File: src/rtl/control_unit.sv
// rtl/control_unit.sv - multi-cycle fetch/decode/execute sequencer for the CPU datapath
// Steps T0-T7 per instruction and decodes one control word per clock from step and opcode.
module control_unit (
    input  logic        clock,
    input  logic        clear,
    input  logic        stop,
    input  logic [31:0] ir,
    input  logic        con_ff,
    output logic        run,
    output logic [4:0]  op,
    output logic        Gra,
    output logic        Grb,
    output logic        Grc,
    output logic        Rin,
    output logic        Rout,
    output logic        BAout,
    output logic        Cout,
    output logic        PCout,
    output logic        PCin,
    output logic        IncPC,
    output logic        MARin,
    output logic        MDRin,
    output logic        MDRout,
    output logic        Read,
    output logic        Write,
    output logic        IRin,
    output logic        Yin,
    output logic        Zlowin,
    output logic        Zhighin,
    output logic        Zlowout,
    output logic        Zhighout,
    output logic        HIin,
    output logic        LOin,
    output logic        HIout,
    output logic        LOout,
    output logic        InPortout,
    output logic        OutPortin,
    output logic        CONin
);

    localparam logic [4:0] LD   = 5'b00000, LDI  = 5'b00001, ST   = 5'b00010, ADD  = 5'b00011;
    localparam logic [4:0] SUB  = 5'b00100, AND_ = 5'b00101, OR_  = 5'b00110, ROR  = 5'b00111;
    localparam logic [4:0] ROL  = 5'b01000, SHR  = 5'b01001, SHRA = 5'b01010, SHL  = 5'b01011;
    localparam logic [4:0] ADDI = 5'b01100, ANDI = 5'b01101, ORI  = 5'b01110, DIV  = 5'b01111;
    localparam logic [4:0] MUL  = 5'b10000, NEG  = 5'b10001, NOT_ = 5'b10010, BR   = 5'b10011;
    localparam logic [4:0] JR   = 5'b10100, JAL  = 5'b10101, IN_  = 5'b10110, OUT_ = 5'b10111;
    localparam logic [4:0] MFHI = 5'b11000, MFLO = 5'b11001, HALT = 5'b11011;

    typedef enum logic [2:0] {T0, T1, T2, T3, T4, T5, T6, T7} step_t;

    step_t      step_q;
    logic       halted_q;
    logic [4:0] opc;
    step_t      last_d;
    logic       last_step;
    logic       halt_now;
    logic       unused_ir;

    assign opc       = ir[31:27];
    assign unused_ir = ^ir[26:0];

    // Final step per instruction class; fetch steps never match since every class ends at T3 or later.
    always_comb begin
        last_d = T3;
        case (opc)
            LD, ST:                                   last_d = T7;
            LDI, ADD, SUB, AND_, OR_, ROR, ROL, SHR,
            SHRA, SHL, ADDI, ANDI, ORI:               last_d = T5;
            NEG, NOT_, JAL:                           last_d = T4;
            MUL, DIV, BR:                             last_d = T6;
            default:                                  last_d = T3;
        endcase
    end

    assign last_step = (step_q == last_d);
    assign halt_now  = (step_q == T3) && (opc == HALT);

    always_ff @(posedge clock or posedge clear) begin
        if (clear) begin
            step_q   <= T0;
            halted_q <= 1'b0;
        end else if (!halted_q) begin
            if (halt_now || (last_step && stop)) begin
                halted_q <= 1'b1;
                step_q   <= T0;
            end else if (last_step) begin
                step_q <= T0;
            end else begin
                step_q <= step_t'(step_q + 3'd1);
            end
        end
    end

    always_comb begin
        run = 1'b0; op = 5'b00000;
        Gra = 1'b0; Grb = 1'b0; Grc = 1'b0; Rin = 1'b0; Rout = 1'b0; BAout = 1'b0; Cout = 1'b0;
        PCout = 1'b0; PCin = 1'b0; IncPC = 1'b0; MARin = 1'b0; MDRin = 1'b0; MDRout = 1'b0;
        Read = 1'b0; Write = 1'b0; IRin = 1'b0; Yin = 1'b0; Zlowin = 1'b0; Zhighin = 1'b0;
        Zlowout = 1'b0; Zhighout = 1'b0; HIin = 1'b0; LOin = 1'b0; HIout = 1'b0; LOout = 1'b0;
        InPortout = 1'b0; OutPortin = 1'b0; CONin = 1'b0;
        // Clear is gated in directly so the strobes drop without waiting for the state flops.
        if (!clear && !halted_q) begin
            run = 1'b1;
            case (step_q)
                T0: begin PCout = 1'b1; MARin = 1'b1; IncPC = 1'b1; end
                T1: begin Read = 1'b1; MDRin = 1'b1; end
                T2: begin MDRout = 1'b1; IRin = 1'b1; end
                default: begin
                    case (opc)
                        LD, LDI, ST: begin
                            case (step_q)
                                T3: begin Grb = 1'b1; BAout = 1'b1; Yin = 1'b1; end
                                T4: begin Cout = 1'b1; op = ADD; Zlowin = 1'b1; end
                                T5: begin
                                    Zlowout = 1'b1;
                                    if (opc == LDI) begin Gra = 1'b1; Rin = 1'b1; end
                                    else MARin = 1'b1;
                                end
                                T6: begin
                                    MDRin = 1'b1;
                                    if (opc == ST) begin Gra = 1'b1; Rout = 1'b1; end
                                    else Read = 1'b1;
                                end
                                T7: begin
                                    if (opc == ST) Write = 1'b1;
                                    else begin MDRout = 1'b1; Gra = 1'b1; Rin = 1'b1; end
                                end
                                default: ;
                            endcase
                        end
                        ADD, SUB, AND_, OR_, ROR, ROL, SHR, SHRA, SHL, ADDI, ANDI, ORI: begin
                            case (step_q)
                                T3: begin Grb = 1'b1; Rout = 1'b1; Yin = 1'b1; end
                                T4: begin
                                    Zlowin = 1'b1;
                                    case (opc)
                                        ADDI:    begin Cout = 1'b1; op = ADD; end
                                        ANDI:    begin Cout = 1'b1; op = AND_; end
                                        ORI:     begin Cout = 1'b1; op = OR_; end
                                        default: begin Grc = 1'b1; Rout = 1'b1; op = opc; end
                                    endcase
                                end
                                T5: begin Zlowout = 1'b1; Gra = 1'b1; Rin = 1'b1; end
                                default: ;
                            endcase
                        end
                        NEG, NOT_: begin
                            if (step_q == T3) begin Grb = 1'b1; Rout = 1'b1; op = opc; Zlowin = 1'b1; end
                            else if (step_q == T4) begin Zlowout = 1'b1; Gra = 1'b1; Rin = 1'b1; end
                        end
                        MUL, DIV: begin
                            case (step_q)
                                T3: begin Gra = 1'b1; Rout = 1'b1; Yin = 1'b1; end
                                T4: begin Grb = 1'b1; Rout = 1'b1; op = opc; Zlowin = 1'b1; Zhighin = 1'b1; end
                                T5: begin Zlowout = 1'b1; LOin = 1'b1; end
                                T6: begin Zhighout = 1'b1; HIin = 1'b1; end
                                default: ;
                            endcase
                        end
                        BR: begin
                            case (step_q)
                                T3: begin Gra = 1'b1; Rout = 1'b1; CONin = 1'b1; end
                                T4: begin PCout = 1'b1; Yin = 1'b1; end
                                T5: begin Cout = 1'b1; op = ADD; Zlowin = 1'b1; end
                                T6: begin Zlowout = con_ff; PCin = con_ff; end
                                default: ;
                            endcase
                        end
                        JR:   if (step_q == T3) begin Gra = 1'b1; Rout = 1'b1; PCin = 1'b1; end
                        JAL: begin
                            if (step_q == T3) begin PCout = 1'b1; Grb = 1'b1; Rin = 1'b1; end
                            else if (step_q == T4) begin Gra = 1'b1; Rout = 1'b1; PCin = 1'b1; end
                        end
                        IN_:  if (step_q == T3) begin InPortout = 1'b1; Gra = 1'b1; Rin = 1'b1; end
                        OUT_: if (step_q == T3) begin Gra = 1'b1; Rout = 1'b1; OutPortin = 1'b1; end
                        MFHI: if (step_q == T3) begin HIout = 1'b1; Gra = 1'b1; Rin = 1'b1; end
                        MFLO: if (step_q == T3) begin LOout = 1'b1; Gra = 1'b1; Rin = 1'b1; end
                        default: ;
                    endcase
                end
            endcase
        end
    end

endmodule

File: config.mk
export PLATFORM = sky130hd
export DESIGN_NAME = control_unit
export DESIGN_NICKNAME = d
export VERILOG_FILES = /design/src/rtl/control_unit.sv
export SDC_FILE = /design/constraint.sdc
export NUM_CORES = 1
export LEC_CHECK = 0
export ABC_AREA = 1
export CAP_MARGIN = 15
export CORE_MARGIN = 2
export CORE_UTILIZATION = 28
export CTS_CLUSTER_SIZE = 25
export DETAILED_ROUTE_END_ITERATION = 16
export HOLD_SLACK_MARGIN = 0.12
export MAX_ROUTING_LAYER = met4
export SLEW_MARGIN = 30
export SYNTH_ARGS = -nofsm -noshare
export SYNTH_HDL_FRONTEND = slang
export SYNTH_SLANG_ARGS = --single-unit
File: constraint.sdc
create_clock -name clock -period 2.67 [get_ports clock]
set_input_delay 0.534 -clock clock [delete_from_list [all_inputs] [get_ports clock]]
set_output_delay 0.534 -clock clock [all_outputs]
set_load 0.005 [all_outputs]
==> reports/results.env, run 1 <==
CRIT_FANOUT=4
FP-ROW-COUNT=26
WORST_SETUP_PATH_END_KIND='output pin'
WORST-SLEW-PIN-TRANSITION_NS=0.3130
CLOCK_SKEW_NS=0.0003849
LAYOUT-DRIVE-GT1-SHARE=0.4749
OUTCOME='completed'
CTS_TREE='built'
POWER.DENSITY_CELL_AREA_nW_PER_UM2=401.5
SEQUENTIAL_CELL_AREA_FRACTION_IN_THE_YOSYS_REPORT=0.06552
TIMING_WORST_SETUP_PATH_TYPE='input port to output pin'
SYN-INSTANCE-COUNT=275
CLK_PATH_BUF_DEPTH=2
DESIGN_AREA_UM2=2952
PLACED_WIRE_LENGTH_ESTIMATE_UM=4523
DETAIL_ROUTE.WL_PER_CELL_UM=12.74
PLACEMENT.CELL_AREA_UM2=2459
CTS_HOLD_BUFFERS=0
VIAS_PER_CELL=4.662
DIODES=0
HOLD_VIOL=0
SYNTH.LIB_CELLS_USED.DISTINCT=36
STARTING_DENSITY_OF_THE_CORE=0.2954
CLOCK-ROOT-BUFFER='sky130_fd_sc_hd__clkbuf_8'
R2R_SETUP_SLACK_NS=1.09
MAX_FREQ_MHz=377.7
FINALWORSTPATHREQUIREDPERIOD_NS=2.648
CHIPWIDTH_UM=77.87
REMAINING_DRC_ERRORS=0
YS_WARN_COUNT=0
DETAIL-ROUTE-ANTENNA-NETS=0
DRT-INITIAL-DRC-COUNT=84
GRT_PASS1_WL_UM=10030
PER_INSTANCE_AVERAGE_AREA_AFTER_SYNTHESIS_UM2=5.555
CLOCK_LATENCY_NS=0.21
CRITPATHARRIVALTIME_NS=2.11
CP_SLOWEST_CELL='sky130_fd_sc_hd__dlygate4sd2_1'
PORT_BUFFERS=42
HOLD-PATH-CELL-COUNT=2
FINALCRITPERIODSHARE=0.9917
GRT_SETUP_UNREPAIRED='yes'
GRT.OVERFLOW.TOTAL=0
HOLD_PATH_CLASS='flop to flop'
YS_FF_LATCH=4
DIE_HEIGHT_UM=77.87
SLEW_VIOL_FINAL=0
PLACE.GP.CONGESTION=0.8790
FINAL_NET_COUNT=447
HTREE_NUM_LEVELS=1
GR-USAGE-ALL-LAYERS=0.2049
FIN_SETUP_TNS_NS=0
P_TOTAL_mW=1.185
MAXIMUM_NUMBER_OF_PINS_ON_ONE_NET_BEFORE_GLOBAL_ROUTE_REPAIR=14
CTS-BUFFERS-INSERTED=3
DRT_WL_TOTAL_UM=5962
PIN_COUNT=70
TIMING.CRITICAL_PATH.FROM_TYPE='input port'
CTS.SINK_COUNT=4
CAP_VIOL_MAX_COUNT=0
CORE_OUTLINE_AREA_UM2=5172
VIAS=2182
DRT_PRE_ANTENNA_ITERS=5
WORST_R2R_PATH_DEPTH=5
SYNTH_NETS=322
P_LEAK_nW=1.619
SETUP_VIOL=0
CRITICAL-PATH-MAX-STAGE-DELAY_NS=0.25
CRIT_CHAIN='buf_2 -> buf_6 -> ha_4 -> o21ai_4 -> nand2_2 -> nand2_2 -> nand3_2 -> buf_6 -> nand2_1 -> nand2_1 -> nor2_1 -> nor2_1 -> dlygate4sd2_1'
GRT_ANTENNA_BEFORE_REPAIR=0
SYN_AREA_UM2=1528
IR_WORST_VDD_mV=0.5655
CLK_PIN_SLEW_WORST_PATHS_NS=0.03
FINISH.UTILIZATION=0.5706
VIAS_IN_THE_FIRST_GLOBAL_ROUTE=2198
AREAGROWTHSYNTHTOFINISH_PCT=93.20
DIE-AREA_UM2=6063
RELSLEWSLACK=0.7886
REQUIRED_NS=2.14
-- area by class of cell --
type	instances	area, um2
well taps	70	87.58
multi-input cells	219	1430
fillers	490	2221
repair buffers	128	1099
clock buffers	3	41.29
inverters	44	192.7
flip-flops and latches	4	101.3
-- synth_stat cells (all sizes together) --
cell type | instances | area (um2)
nand2 | 88 | 401.6
nor2 | 45 | 216.5
inv | 44 | 167.7
nand3 | 20 | 110.1
o21ai | 16 | 83.83
a21oi | 14 | 77.58
ha | 11 | 137.6
nor3 | 8 | 40.04
buf | 7 | 66.31
o211ai | 5 | 37.54
dfrtp | 4 | 100.1
nand4 | 3 | 18.77
a211oi | 1 | 7.510
a31oi | 1 | 6.260
a41oi | 1 | 8.760
clkbuf | 1 | 3.750
nand3b | 1 | 7.510
o21a | 1 | 7.510
o21bai | 1 | 7.510
o221ai | 1 | 8.760
o22ai | 1 | 6.260
or2 | 1 | 6.260
-- state kept, by name (all words and copies together) (netlist names) --
register and flops:
step_q 3, halted_q 1
-- per-layer routing --
metal	part of all wire	track usage	vias up	routed length [um]
li1	-	-	1130	-
met1	0.42	0.2481	987	2526
met2	0.52	0.3681	56	3111
met3	0.040	0.01395	9	240
met4	0.014	0.05000	0	84
met5	0	-	-	0
-- power by group --
group	internal, mW	leakage, nW	total [mW]	switching [mW]
logic	0.412	1.55	0.931	0.519
clock network	0.0958	0.0216	0.124	0.0282
registers	0.0924	0.0448	0.130	0.0381
-- path summary, 6_finish.rpt --
path                                  startpoint               endpoint
setup / recovery                          ir[27]                   Rout
hold / removal                halted_q$_DFF_PP0_  step_q[2]$_DFFE_PP0N_
setup reg to reg           step_q[0]$_DFFE_PP0N_  step_q[0]$_DFFE_PP0N_
hold reg to reg               halted_q$_DFF_PP0_  step_q[2]$_DFFE_PP0N_
max in group asynchronous                  clear  step_q[1]$_DFFE_PP0N_
min in group asynchronous                  clear  step_q[0]$_DFFE_PP0N_
-- critical path, delay by kind of cell --
kind                       cells  cell delay, ns
AOI/OAI and AO/OA              1            0.18
adders and majority gates      1            0.18
buffers and inverters          4            0.64
and+or+nand+nor                7            0.59
-- stage by stage --
step           hold slack (ns)  setup WS (ns)  instances
5_1_grt                 0.6060       -0.09367        468
3_5_place_dp            0.5623        -0.7266        443
6_report                0.5569        0.02212        468
4_1_cts                 0.5690        -0.1374        463
2_1_floorplan           0.3084         0.4682        275
3_3_place_gp            0.5644        -0.6858        443
-- cells in the final DEF (no fill, tap or decap), types with 3 or more instances in the layout --
cell type and count:
sky130_fd_sc_hd__nor2_1 28, sky130_fd_sc_hd__nand2_1 60, sky130_fd_sc_hd__inv_2 13, sky130_fd_sc_hd__dfrtp_1 3, sky130_fd_sc_hd__clkbuf_8 3, sky130_fd_sc_hd__buf_6 8, sky130_fd_sc_hd__nor3_1 4, sky130_fd_sc_hd__nand2_2 21
sky130_fd_sc_hd__buf_4 76, sky130_fd_sc_hd__a21oi_1 6, sky130_fd_sc_hd__dlygate4sd2_1 13, sky130_fd_sc_hd__nand4_1 3, sky130_fd_sc_hd__o211ai_1 5, sky130_fd_sc_hd__nor2_2 7, sky130_fd_sc_hd__inv_4 4, sky130_fd_sc_hd__buf_2 3
sky130_fd_sc_hd__a21oi_2 8, sky130_fd_sc_hd__nand3_2 3, sky130_fd_sc_hd__nor3_2 4, sky130_fd_sc_hd__o21ai_0 8, sky130_fd_sc_hd__buf_12 3, sky130_fd_sc_hd__ha_4 4, sky130_fd_sc_hd__nand3_1 15, sky130_fd_sc_hd__nor2_4 10
sky130_fd_sc_hd__inv_1 25, sky130_fd_sc_hd__clkdlybuf4s50_1 10, sky130_fd_sc_hd__ha_1 5, sky130_fd_sc_hd__nand2_4 5, sky130_fd_sc_hd__dlymetal6s2s_1 7, sky130_fd_sc_hd__clkdlybuf4s15_1 3, sky130_fd_sc_hd__o21ai_1 6, sky130_fd_sc_hd__clkbuf_2 4
-- kinds of logic after synthesis --
logic type | synth area share
compound gates | 0.1646
flops | 0.06552
buf+inv | 0.1556
simple gates | 0.5242
fa+ha+maj | 0.09009
-- timing repair --
action | CTS | global route
resized for setup | 100 | 40
setup buffers | 17 | 5
setup endpoints to repair | 31 | 22
pin swaps | 26 | 23
gates cloned | 0 | 0
(Power assumes the default switching activity.)
==> inputs of run 2 (changes only) <==
Settings changed: DONT_BUFFER_PORTS from default to 1.
Clock period 2.67 ns to 2.2 ns, I/O delays scaled along.
==> run 2 against run 1 <==
The flow now finishes with violations (negative setup slack). First-iteration DRC count up 46%. Setup slack worse by 0.063 ns. Final cell count down 17%. Combinational power up 21%. Power up 23%. Worst hold slack worse by 0.18 ns. Clock power up 21%. Cell area down 25%. Die area unchanged. Critical path type is now flop to output pin. Global-route usage down 3.6 points. Critical path depth down 2. Clock skew about the same.
==> reports/results.env, run 2 (synthesis gave the netlist of run 1 again) <==
BIGGEST_REGISTER='step_q'
TIMING.CRITICAL_PATH.BUF_INV=4  # unchanged
IR_WORST_VDD_mV=0.6827  # +21%
REQUIRED_NS=1.76  # -0.38 ns
FP-ROW-COUNT=26  # unchanged
DIE_HEIGHT_UM=77.87  # unchanged
HOLD_PATH_CLASS='input port to flop'
DRT_WL_TOTAL_UM=5284  # -11%
GRT_ANTENNA_BEFORE_REPAIR=0  # unchanged
SETUP_VIOL=6  # +6
LARGEST_REGS='step_q (3), halted_q (1)'
PLACE.GP.CONGESTION=0.9529  # +8.4%
CHIPWIDTH_UM=77.87  # unchanged
TIMING_WORST_SETUP_PATH_TYPE='flop to output pin'
WORST_SETUP_PATH_END_KIND='output pin'
FAILING_CHECKS='negative setup slack'
CAP_VIOL_MAX_COUNT=0  # unchanged
NUMPLACEDINSTANCES=367  # -17%
LARGEST_REGISTER_FFS=3  # unchanged
STARTING_DENSITY_OF_THE_CORE=0.2954  # unchanged
DIE-AREA_UM2=6063  # unchanged
CLOCK_LATENCY_NS=0.21  # about the same
REMAINING_DRC_ERRORS=0  # unchanged
PIN_COUNT=70  # unchanged
P_TOTAL_mW=1.455  # +23%
GRT_PASS1_WL_UM=8197  # -18%
CTS_TREE='built'
CRITPATHARRIVALTIME_NS=1.80  # -0.31 ns
FINAL_CELLS=387  # -17%
CLOCK-ROOT-BUFFER='sky130_fd_sc_hd__clkbuf_8'
AREAGROWTHSYNTHTOFINISH_PCT=44.47
HOLD_VIOL=0  # unchanged
TIMING.CRITICAL_PATH.FROM_TYPE='flop'
CTS.SINK_COUNT=4  # unchanged
CORE_OUTLINE_AREA_UM2=5172  # unchanged
CP_SLOWEST_CELL='sky130_fd_sc_hd__dfrtp_1'
CLOCK_SKEW_NS=0.0002877  # -0.00009723 ns
WORST-SLEW-PIN-TRANSITION_NS=0.4007  # +0.08774 ns
GRT.OVERFLOW.TOTAL=0  # unchanged
MAX_FREQ_MHz=446.2
COMMONEST_NON_FILL_NON_TAP_CELL_IN_THE_LAYOUT='sky130_fd_sc_hd__nand2_1'
DETAIL-ROUTE-ANTENNA-NETS=0  # unchanged
GRT_SETUP_UNREPAIRED='yes'
CLK_PIN_SLEW_WORST_PATHS_NS=0.03  # about the same
DESIGN_AREA_UM2=2207  # -25%
CTS-BUFFERS-INSERTED=3  # unchanged
DRT-INITIAL-DRC-COUNT=123  # +46%
LAYOUT-DRIVE-GT1-SHARE=0.4322  # -0.04270
P_LEAK_nW=1.093  # -32%
DETAIL_ROUTE.WL_PER_CELL_UM=13.65  # +7.2%
FINALCRITPERIODSHARE=1.019
HTREE_NUM_LEVELS=1  # unchanged
SLEW_VIOL_FINAL=0  # unchanged
CRIT_FANOUT=7  # +3
OUTCOME='finished, violations left'
DRT_PRE_ANTENNA_ITERS=4  # -1
VIAS=1945  # -11%
CRIT_CHAIN='inv_2 -> ha_4 -> inv_2 -> nor2_1 -> inv_1 -> nand2_2 -> nor2_4 -> nand2_4 -> nor2_4 -> clkinv_4 -> nor3_4'
GR-USAGE-ALL-LAYERS=0.1694  # -0.03557
FINALWORSTPATHREQUIREDPERIOD_NS=2.241
LAYOUT_SETUP_WS_NS=-0.04136  # -0.06349 ns
CLK_PATH_BUF_DEPTH=2  # unchanged
VIAS_IN_THE_FIRST_GLOBAL_ROUTE=1756  # -20%
DIODES=0  # unchanged
RELSLEWSLACK=0.7308  # -0.05780
POWER.DENSITY_CELL_AREA_nW_PER_UM2=659.3  # +64%
MOSTFREQUENTLAYOUTCELLS='sky130_fd_sc_hd__nand2_1 (68), sky130_fd_sc_hd__buf_4 (43), sky130_fd_sc_hd__inv_1 (25)'
VIAS_PER_CELL=5.026  # +7.8%
PLACEMENT.CELL_AREA_UM2=1770  # -28%
CRITICAL-PATH-MAX-STAGE-DELAY_NS=0.40  # +0.15 ns
PORT_BUFFERS=0  # -100%
LARGEST_DELAY_CONTRIBUTOR_FAMILY_ON_THE_CRITICAL_PATH='simple AND/OR/NAND/NOR gates'
PLACED_WIRE_LENGTH_ESTIMATE_UM=4109  # -9.1%
FINAL_NET_COUNT=366  # -18%
MAXIMUM_NUMBER_OF_PINS_ON_ONE_NET_BEFORE_GLOBAL_ROUTE_REPAIR=14  # unchanged
## run 2: cell types whose count changed in the layout (fill, tap and decap cells not counted), moves of 5 or more
cell and change:
sky130_fd_sc_hd__buf_4 -33, sky130_fd_sc_hd__dlygate4sd2_1 -13, sky130_fd_sc_hd__nor2_1 -7, sky130_fd_sc_hd__dlymetal6s2s_1 -7, sky130_fd_sc_hd__nand2_1 +8, sky130_fd_sc_hd__buf_6 -5, sky130_fd_sc_hd__nand2_2 -8, sky130_fd_sc_hd__clkdlybuf4s50_1 -10
sky130_fd_sc_hd__nor2_2 +7
## run 2: path summary, 6_finish.rpt
check / from / endpoint / slack, ns / cells past startpoint
hold reg to reg: halted_q$_DFF_PP0_ / step_q[2]$_DFFE_PP0N_ / 0.57 / 2
setup reg to reg: step_q[1]$_DFFE_PP0N_ / step_q[2]$_DFFE_PP0N_ / 0.49 / 7
setup / recovery: step_q[0]$_DFFE_PP0N_ / HIout / -0.04 / 11
hold / removal: stop / halted_q$_DFF_PP0_ / 0.38 / 2
max in group asynchronous: clear / step_q[1]$_DFFE_PP0N_ / 1.45 / 2
min in group asynchronous: clear / step_q[0]$_DFFE_PP0N_ / 0.57 / 2
## run 2: area by class of cell
class	instances	area, um2
Tap cell	70	87.58
Clock buffer	3	41.29
Inverter	44	185.2
Fill cell	556	2965
Multi-Input combinational cell	219	1424
Sequential cell	4	102.6
Timing Repair Buffer	47	366.6
## run 2: stage by stage
step,TNS [ns],setup WS (ns),hold WS [ns],utilization
after global placement,-0.02457,-0.02457,0.2242,0.3423
after CTS,0,0.001686,0.3753,0.3645
after detailed placement,-0.03421,-0.03421,0.2280,0.3423
after floorplan,0,0.1862,0.2144,-
after global routing,-1.895,-0.1637,0.3728,0.4267
final,-0.1140,-0.04136,0.3773,0.4267
## run 2: layer usage
layer,vias up,wire (um),track usage,part of all wire
met5,-,0,-,0
met4,0,97,0.04643,0.018
li1,962,-,-,-
met3,8,262,0.02209,0.050
met2,71,2715,0.2897,0.51
met1,904,2209,0.2085,0.42
## run 2: what timing repair did
action / CTS / global route
setup buffers: 2 / 14
pin swaps: 1 / 17
hold buffers: 1 / 0
endpoints found under the setup margin: 15 / 25
hold endpoints to repair: 4 / 0
gates resized for setup: 18 / 53
## run 2: report_power, final
group	internal, mW	switching, mW
registers	0.114	0.0627
clock network	0.116	0.0342
logic	0.489	0.639
==> inputs of run 3 (changes only) <==
Settings changed: GPL_TIMING_DRIVEN from default to 0, TNS_END_PERCENT from default to 100.
==> run 3 against run 2 <==
The flow now finishes without violations. Combinational power about the same. Power decreased by 0.80%. Largest cell class unchanged. Sequential share of layout area increased by 0.097 points. Setup slack improved by 0.056 ns. Sequential power about the same. Core utilization decreased by 0.87 points. Wire length decreased by 4.8%.
==> reports/results.env, run 3 (synthesis gave the netlist of run 1 again) <==
RELSLEWSLACK=0.6374  # -0.09338
WORSTSETUPPATHDEPTH=9  # -2
FIN_SETUP_TNS_NS=0  # +0.1140 ns
CRIT_CHAIN='buf_4 -> ha_2 -> nand2_2 -> nand2_2 -> nor2_4 -> nand2_4 -> nor2_4 -> inv_6 -> nor3_4'
R2R_SETUP_SLACK_NS=0.58  # +0.09 ns
MAX_FREQ_MHz=457.6  # +2.6%
LARGEST_REGS='step_q (3), halted_q (1)'
HTREE_NUM_LEVELS=1  # unchanged
CLOCK-ROOT-BUFFER='sky130_fd_sc_hd__clkbuf_8'
P_LEAK_nW=1.028  # -6.0%
WORST_R2R_PATH_DEPTH=6  # -1
VIAS_PER_CELL=4.989  # -0.73%
GRT_ANTENNA_BEFORE_REPAIR=0  # unchanged
P_TOTAL_mW=1.444  # -0.80%
CHIPWIDTH_UM=77.87  # unchanged
CRIT_FANOUT=7  # unchanged
PLACED_WIRE_LENGTH_ESTIMATE_UM=3865  # -6.0%
REMAINING_DRC_ERRORS=0  # unchanged
DRT_PRE_ANTENNA_ITERS=5  # +1
FINAL_NET_COUNT=347  # -5.2%
HOLDWS_NS=0.3764  # -0.0009320 ns
AREAGROWTHSYNTHTOFINISH_PCT=41.52
CAP_VIOL_MAX_COUNT=0  # unchanged
DETAIL_ROUTE.WL_PER_CELL_UM=13.68  # +0.17%
CTS-BUFFERS-INSERTED=3  # unchanged
CORE_OUTLINE_AREA_UM2=5172  # unchanged
FF_TO_FF_START='step_q[1]$_DFFE_PP0N_'
GRT_SETUP_UNREPAIRED='yes'
CTS.SINK_COUNT=4  # unchanged
CRITPATHARRIVALTIME_NS=1.75  # -0.05 ns
HOLD_PATH_CLASS='input port to flop'
CRITICAL-PATH-MAX-STAGE-DELAY_NS=0.45  # +0.05 ns
TIMING.CRITICAL_PATH.FROM='step_q[0]$_DFFE_PP0N_'
CTS_TREE='built'
DRT_WL_TOTAL_UM=5033  # -4.8%
FINALCRITPERIODSHARE=0.9933  # -0.02550
HOLD_VIOL=0  # unchanged
WORST-SLEW-PIN-TRANSITION_NS=0.5439  # +0.1432 ns
CRITICAL_PATH.ENDPOINT='LOout'
CLOCK_LATENCY_NS=0.21  # about the same
GRT.OVERFLOW.TOTAL=0  # unchanged
STARTING_DENSITY_OF_THE_CORE=0.2954  # unchanged
SETUP_VIOL=0  # -6
CLK_PIN_SLEW_WORST_PATHS_NS=0.03  # about the same
REQUIRED_NS=1.76  # about the same
FINALWORSTPATHREQUIREDPERIOD_NS=2.185  # -0.05610 ns
MOSTFREQUENTLAYOUTCELLS='sky130_fd_sc_hd__nand2_1 (62), sky130_fd_sc_hd__inv_1 (24), sky130_fd_sc_hd__nor2_1 (22)'
CLK_PATH_BUF_DEPTH=2  # unchanged
CLOCK_SKEW_NS=0.0001137  # -0.0001741 ns
DETAIL-ROUTE-ANTENNA-NETS=0  # unchanged
DRT-INITIAL-DRC-COUNT=168  # +37%
VIAS_IN_THE_FIRST_GLOBAL_ROUTE=1720  # -2.1%
BIGGEST_REGISTER='step_q'
OUTCOME='completed'
PORT_BUFFERS=0  # unchanged
PLACE.GP.CONGESTION=0.9551  # +0.23%
LARGEST_REGISTER_FFS=3  # unchanged
TIMING.CRITICAL_PATH.BUF_INV=2  # -2
MAXIMUM_NUMBER_OF_PINS_ON_ONE_NET_BEFORE_GLOBAL_ROUTE_REPAIR=11  # -3
LAYOUT-DRIVE-GT1-SHARE=0.4262  # -0.006002
DIE_HEIGHT_UM=77.87  # unchanged
GRT_PASS1_WL_UM=8010  # -2.3%
DIE-AREA_UM2=6063  # unchanged
FINISH.UTILIZATION=0.4180  # -0.008708
TIMING_WORST_SETUP_PATH_TYPE='flop to output pin'
COMMONEST_NON_FILL_NON_TAP_CELL_IN_THE_LAYOUT='sky130_fd_sc_hd__nand2_1'
PIN_COUNT=70  # unchanged
WORSTREG2REGEND='step_q[0]$_DFFE_PP0N_'
POWER.DENSITY_CELL_AREA_nW_PER_UM2=667.7  # +1.3%
DIODES=0  # unchanged
IR_WORST_VDD_mV=0.6296  # -7.8%
CP_SLOWEST_CELL='sky130_fd_sc_hd__dfrtp_2'
LARGEST_DELAY_CONTRIBUTOR_FAMILY_ON_THE_CRITICAL_PATH='simple AND/OR/NAND/NOR gates'
SLEW_VIOL_FINAL=0  # unchanged
TIMING.CRITICAL_PATH.FROM_TYPE='flop'
WORST_SETUP_PATH_END_KIND='output pin'
FP-ROW-COUNT=26  # unchanged
GR-USAGE-ALL-LAYERS=0.1634  # -0.005946
VIAS=1836  # -5.6%
[run 3: report_power, final]
part,switching (mW),internal [mW],total (mW)
Clock,0.0322,0.116,0.148
Combinational,0.653,0.469,1.12
Sequential,0.0594,0.114,0.173
[run 3: how the worst min path moves through the flow]
| stage | startpoint | end | cells past startpoint |
|---|---|---|---|
| final | stop | halted_q$_DFF_PP0_ | 2 |
| after global routing | stop | halted_q$_DFF_PP0_ | 2 |
| after CTS | stop | halted_q$_DFF_PP0_ | 2 |
| after detailed placement | clear | halted_q$_DFF_PP0_ | 1 |
| after global placement | clear | halted_q$_DFF_PP0_ | 1 |
| after floorplan | clear | halted_q$_DFF_PP0_ | 1 |
[run 3: per-stage QoR]
stage / setup slack (ns) / std cells / instance area, um2
2_1_floorplan: 0.1862 / 275 / 1528
3_3_place_gp: -0.09839 / 345 / 1615
3_5_place_dp: -0.09960 / 345 / 1615
4_1_cts: 0.0004050 / 357 / 1853
5_1_grt: -0.06937 / 368 / 2162
6_report: 0.01474 / 368 / 2162
[run 3: timing repair]
action | CTS | global route
setup buffers | 8 | 11
hold buffers | 1 | 0
setup endpoints to repair | 21 | 20
endpoints found under the hold margin | 4 | 0
resized for setup | 34 | 55
pin swaps | 7 | 21
[run 3: area by class of cell]
type,count,area [um2]
buffer,8,73.82
clock buffer,3,41.29
fill,544,3010
inverter,44,196.4
multi-input combinational,219,1504
sequential,4,102.6
tap,70,87.58
timing repair buffer,20,156.4
[run 3: metal layers]
layer | share of wire | track usage | vias up
met4 | 0.018 | 0.04286 | 0
met1 | 0.44 | 0.2094 | 836
li1 | - | - | 919
met3 | 0.044 | 0.01163 | 12
met5 | 0 | - | -
met2 | 0.50 | 0.2776 | 69
